File: src/rtl/serial_frame_rx.sv
// Serial frame receiver: start/data/parity/stop deframer
// feeding a 2-entry output FIFO with error and overrun pulses.
module serial_frame_rx #(
  parameter int DATA_W    = 8,
  parameter int PARITY_EN = 1
) (
  input  logic              clk,
  input  logic              reset_n,
  input  logic              sdi,
  output logic [DATA_W-1:0] dout,
  output logic              dout_valid,
  input  logic              dout_ready,
  output logic              parity_err,
  output logic              frame_err,
  output logic              overrun
);

  localparam int CNT_W = $clog2(DATA_W);

  typedef enum logic [1:0] {
    IDLE,
    DATA,
    PARITY,
    STOP
  } state_e;

  state_e              state_q;
  logic [CNT_W-1:0]    cnt_q;
  logic [DATA_W-1:0]   shift_q;
  logic                par_q;
  logic                perr_q;
  logic                ferr_q;
  logic                ovr_q;

  logic [DATA_W-1:0]   head_q, head_d;
  logic [DATA_W-1:0]   tail_q, tail_d;
  logic [1:0]          occ_q, occ_d;
  logic                valid_q;

  logic                par_bad;
  logic                wr;
  logic                pop;
  logic                full;

  assign par_bad = (PARITY_EN != 0) && par_q;
  assign wr      = (state_q == STOP) && !sdi && !par_bad;
  assign pop     = valid_q && dout_ready;
  assign full    = (occ_q == 2'd2);

  always_ff @(posedge clk) begin
    if (!reset_n) begin
      state_q <= IDLE;
      cnt_q   <= '0;
      shift_q <= '0;
      par_q   <= 1'b0;
      perr_q  <= 1'b0;
      ferr_q  <= 1'b0;
      ovr_q   <= 1'b0;
    end else begin
      perr_q <= 1'b0;
      ferr_q <= 1'b0;
      ovr_q  <= 1'b0;
      unique case (state_q)
        IDLE: begin
          if (sdi) begin
            state_q <= DATA;
            cnt_q   <= '0;
            par_q   <= 1'b0;
          end
        end
        DATA: begin
          shift_q[cnt_q] <= sdi;
          par_q          <= par_q ^ sdi;
          if (cnt_q == CNT_W'(DATA_W - 1)) begin
            cnt_q   <= '0;
            state_q <= (PARITY_EN != 0) ? PARITY : STOP;
          end else begin
            cnt_q <= cnt_q + 1'b1;
          end
        end
        PARITY: begin
          par_q   <= par_q ^ sdi;
          state_q <= STOP;
        end
        STOP: begin
          // Back to IDLE unconditionally: a 1 here is a bad stop,
          // never a new start bit.
          state_q <= IDLE;
          if (sdi) begin
            ferr_q <= 1'b1;
          end else if (par_bad) begin
            perr_q <= 1'b1;
          end else if (full && !pop) begin
            ovr_q <= 1'b1;
          end
        end
        default: state_q <= IDLE;
      endcase
    end
  end

  always_comb begin
    head_d = head_q;
    tail_d = tail_q;
    occ_d  = occ_q;
    case (occ_q)
      2'd0: begin
        if (wr) begin
          head_d = shift_q;
          occ_d  = 2'd1;
        end
      end
      2'd1: begin
        if (wr && pop) begin
          head_d = shift_q;
        end else if (wr) begin
          tail_d = shift_q;
          occ_d  = 2'd2;
        end else if (pop) begin
          occ_d = 2'd0;
        end
      end
      default: begin
        // Full: a write is only taken when a pop frees the slot.
        if (pop) begin
          head_d = tail_q;
          if (wr) begin
            tail_d = shift_q;
          end else begin
            occ_d = 2'd1;
          end
        end
      end
    endcase
  end

  always_ff @(posedge clk) begin
    if (!reset_n) begin
      head_q  <= '0;
      tail_q  <= '0;
      occ_q   <= 2'd0;
      valid_q <= 1'b0;
    end else begin
      head_q  <= head_d;
      tail_q  <= tail_d;
      occ_q   <= occ_d;
      valid_q <= (occ_d != 2'd0);
    end
  end

  assign dout       = head_q;
  assign dout_valid = valid_q;
  assign parity_err = perr_q;
  assign frame_err  = ferr_q;
  assign overrun    = ovr_q;

endmodule

File: config.mk
export PLATFORM = sky130hd
export DESIGN_NAME = serial_frame_rx
export DESIGN_NICKNAME = d
export VERILOG_FILES = /design/src/rtl/serial_frame_rx.sv
export SDC_FILE = /design/constraint.sdc
export NUM_CORES = 1
export LEC_CHECK = 0
export ABC_AREA = 1
export CAP_MARGIN = 0
export CORE_MARGIN = 2
export CORE_UTILIZATION = 50
export CTS_CLUSTER_DIAMETER = 150
export DETAILED_ROUTE_END_ITERATION = 8
export PLACE_DENSITY = 0.8
export SETUP_SLACK_MARGIN = 0.02
export SYNTH_ARGS = -nofsm -noshare
export SYNTH_HDL_FRONTEND = slang
export SYNTH_SLANG_ARGS = --single-unit
File: constraint.sdc
create_clock -name clk -period 4.05 [get_ports clk]
set_input_delay 0.81 -clock clk [delete_from_list [all_inputs] [get_ports clk]]
set_output_delay 0.81 -clock clk [all_outputs]
set_load 0.05 [all_outputs]
==> impl_metrics.csv <==
group,metric,value,unit
clock_network,cts_sinks,36,
logic_synthesis,yosys_warnings,0,
die,ios,16,
logic_synthesis,synth-main-ff-cell,"dfxtp_1",
placement,io_buffers,15,
finish,final_cells,302,
placement,dp_hpwl,2.24,mm
finish,synthToLayoutAreaGrowth,17.8,%
setup_path,path_buf_inv,1,
hold_path,min_path_cells,2,
logic_synthesis,synth_cell_types,21,
clock_network,clock_path_buffers,2,
global_routing,grt_overflow_total,0,
route,vias_per_cell,4.85,
timing,drv_slew,0,
timing,min_period,2350,ps
clock_network,cts_resized,0,
setup_path,path_depth,1,
clock_network,clock-root-buffer,"clkbuf_4",
clock_network,holdBufCountCts,0,
timing,fmax,426,MHz
setup_path,start_kind,"register",
setup_path,slowest_delay,810,ps
logic_synthesis,yosys.area.top_type_share,43.0,%
route,final_antenna_net_count,0,
global_routing,track_usage,19.4,%
setup_path,worst_setup_path_end_kind,"output pin",
timing,max_slew.worst_pin.slew,650,ps
setup_path,crit_slowest_cell,"clkdlybuf4s50_1",
logic_synthesis,yosys-top-cells-count,"nor2_1, nand2_1, dfxtp_1",
timing,hold_viol,0,
timing,setup_viol,0,
finish,final_nets,266,
placement,gp_congestion,0.743,
logic_synthesis,synth_edf_count,0,
finish,drive_above_1_share,6.25,%
logic_synthesis,yosysTopAreaCell,"dfxtp_1",
logic_synthesis,ys_top_cells_by_area,"dfxtp_1, nor2_1, nand2_1",
pwr,powerDensity,562,nW/µm²
clock_network,h-tree-depth,2,
logic_synthesis,syn-cell-area,1680,µm²
die,dieWidth,61.9,µm
route,dr.first_iter.drc_count,80,
logic_synthesis,synth_most_common_cell,"nor2_1",
clock_network,clk_pin_slew,110,ps
global_routing,grt_pass1_wl,5.39,mm
clock_network,cts_buffers,5,
finish,fin_util,60.1,%
route,via_count,1464,
setup_path,cp_cell_sequence,"clkdlybuf4s50_1",
global_routing,grt_max_degree,24,
global_routing,antenna_found_initial,0,
setup_path,cp_top_family,"buffers and inverters",
clock_network,clk_latency,350,ps
finish,antenna_cells,0,
setup_path,timing.reg2reg.setup_slack,2290,ps
job,drv_cap,0,
logic_synthesis,ys_ff_latch,36,
status,outcome,"finished clean",
hold_path,hp-class,"reg -> reg",
setup_path,cp_max_fo,3,
timing,slew_headroom,56.6,%
die,design.die.area,3830,µm²
die,core,3280,µm²
setup_path,worstRegToRegCells,7,
finish,multi_input_area,808,µm²
global_routing,grt_pass1_vias,1256,
timing,fin_skew,10.8,ps
pwr,p_leak,0.835,nW
logic_synthesis,ys_seq_area_share,43.0,%
route,firstDrtPassIters,4,
logic_synthesis,syn-num-nets,251,
setup_path,worst-setup-path-type,"reg -> out",
die,die_h,61.9,µm
route,wire_per_inst,10.3,µm
logic_synthesis,synthArstFlopShare,0,%
pwr,vdd_ir_drop_max,489,µV
die,initial_utilization,51.0,%
logic_synthesis,syn-mean-instance-area,6.98,µm²
finish,fillers,304,
finish,regArea,721,µm²
route,drc,0,
route,routed_wl,3.12,mm
setup_path,cp_data_required_time,3240,ps
clock_network,postCtsSetupRepairBufs,0,
logic_synthesis,syn-instance-count,240,
timing,finalCritPeriodShare,58.0,%
placement,place_inst,294,
die,fp-row-count,21,
timing,setup_tns,0,ps
timing,rsz0062_at_grt,"false",
setup_path,critPathArrivalTime,1540,ps
clock_network,cts_tree,"done",
layer usage:
metal | vias up | GRT usage, % | share of wire, %
met1 | 639 | 23.8 | 48
met5 | - | 0 | 0
met2 | 29 | 31.4 | 46
met4 | 0 | 7.90 | 1.7
li1 | 789 | - | -
met3 | 7 | 6.42 | 3.8
cell families (layout without fill, tap and decap cells):
| group | after synthesis | in the layout | synth area share, % |
|---|---|---|---|
| simple gates | 123 | 123 | 31.2 |
| compound gates | 39 | 39 | 11.8 |
| flops | 36 | 36 | 43.0 |
| buf+inv | 35 | 51 | 8.74 |
| fa+ha+maj | 7 | 7 | 5.23 |
power breakdown:
part	total (W)	internal (W)	switching, W
clock network	0.000382	0.000254	0.000128
logic	0.000302	0.000101	0.000201
registers	0.000424	0.000394	0.0000297
total	0.00111	0.000750	0.000359
metrics by stage:
step / hold slack (ps) / power (W) / instance area (µm²) / setup slack, ps
floorplan: 448 / 0.000662 / 1680 / 2440
global placement: 459 / 0.000725 / 1850 / 1660
detailed placement: 469 / 0.000733 / 1850 / 1590
CTS: 485 / 0.00111 / 1970 / 1690
global route: 509 / 0.00118 / 1970 / 1630
finish: 484 / 0.00111 / 1970 / 1700
registers in the layout (all words and copies together) (netlist names):
register and flops:
cnt_q 3, dout 8, dout_valid 1, frame_err 1, occ_q 2, overrun 1
par_bad 1, parity_err 1, shift_q 8, state_q 2, tail_q 8
worst paths after layout:
check                               start                      end
setup / recovery    dout_valid$_SDFF_PN0_               dout_valid
hold / removal    shift_q[2]$_SDFFE_PN0P_  shift_q[2]$_SDFFE_PN0P_
setup reg to reg      occ_q[1]$_SDFF_PN0_   tail_q[0]$_SDFFE_PN0P_
hold reg to reg   shift_q[2]$_SDFFE_PN0P_  shift_q[2]$_SDFFE_PN0P_
placed cells by master, fill, tap and decap left out, drive strengths merged, types with 3 or more instances in the layout:
master / instances
ha: 7
clkdlybuf4s50: 15
bufinv: 3
nand3: 21
nor3: 4
dfxtp: 36
inv: 27
clkbuf: 5
o21ai: 14
nand2: 46
nor2: 50
a21oi: 24
final cells by class:
| class | count | area share (%) |
|---|---|---|
| multi-input combinational | 169 | 41.0 |
| inverter | 27 | 5.14 |
| tap | 46 | 2.92 |
| clock inverter | 3 | 4.57 |
| clock buffer | 5 | 1.90 |
| timing repair buffer | 16 | 7.99 |
| sequential | 36 | 36.5 |
worst reg2reg max path: cells and delay by family, from the launching register on:
kind,cells,cell delay (ps)
buf+inv,1,170
flops,1,750
simple gates,6,750
No activity file was read; power rests on OpenSTA's default activity.
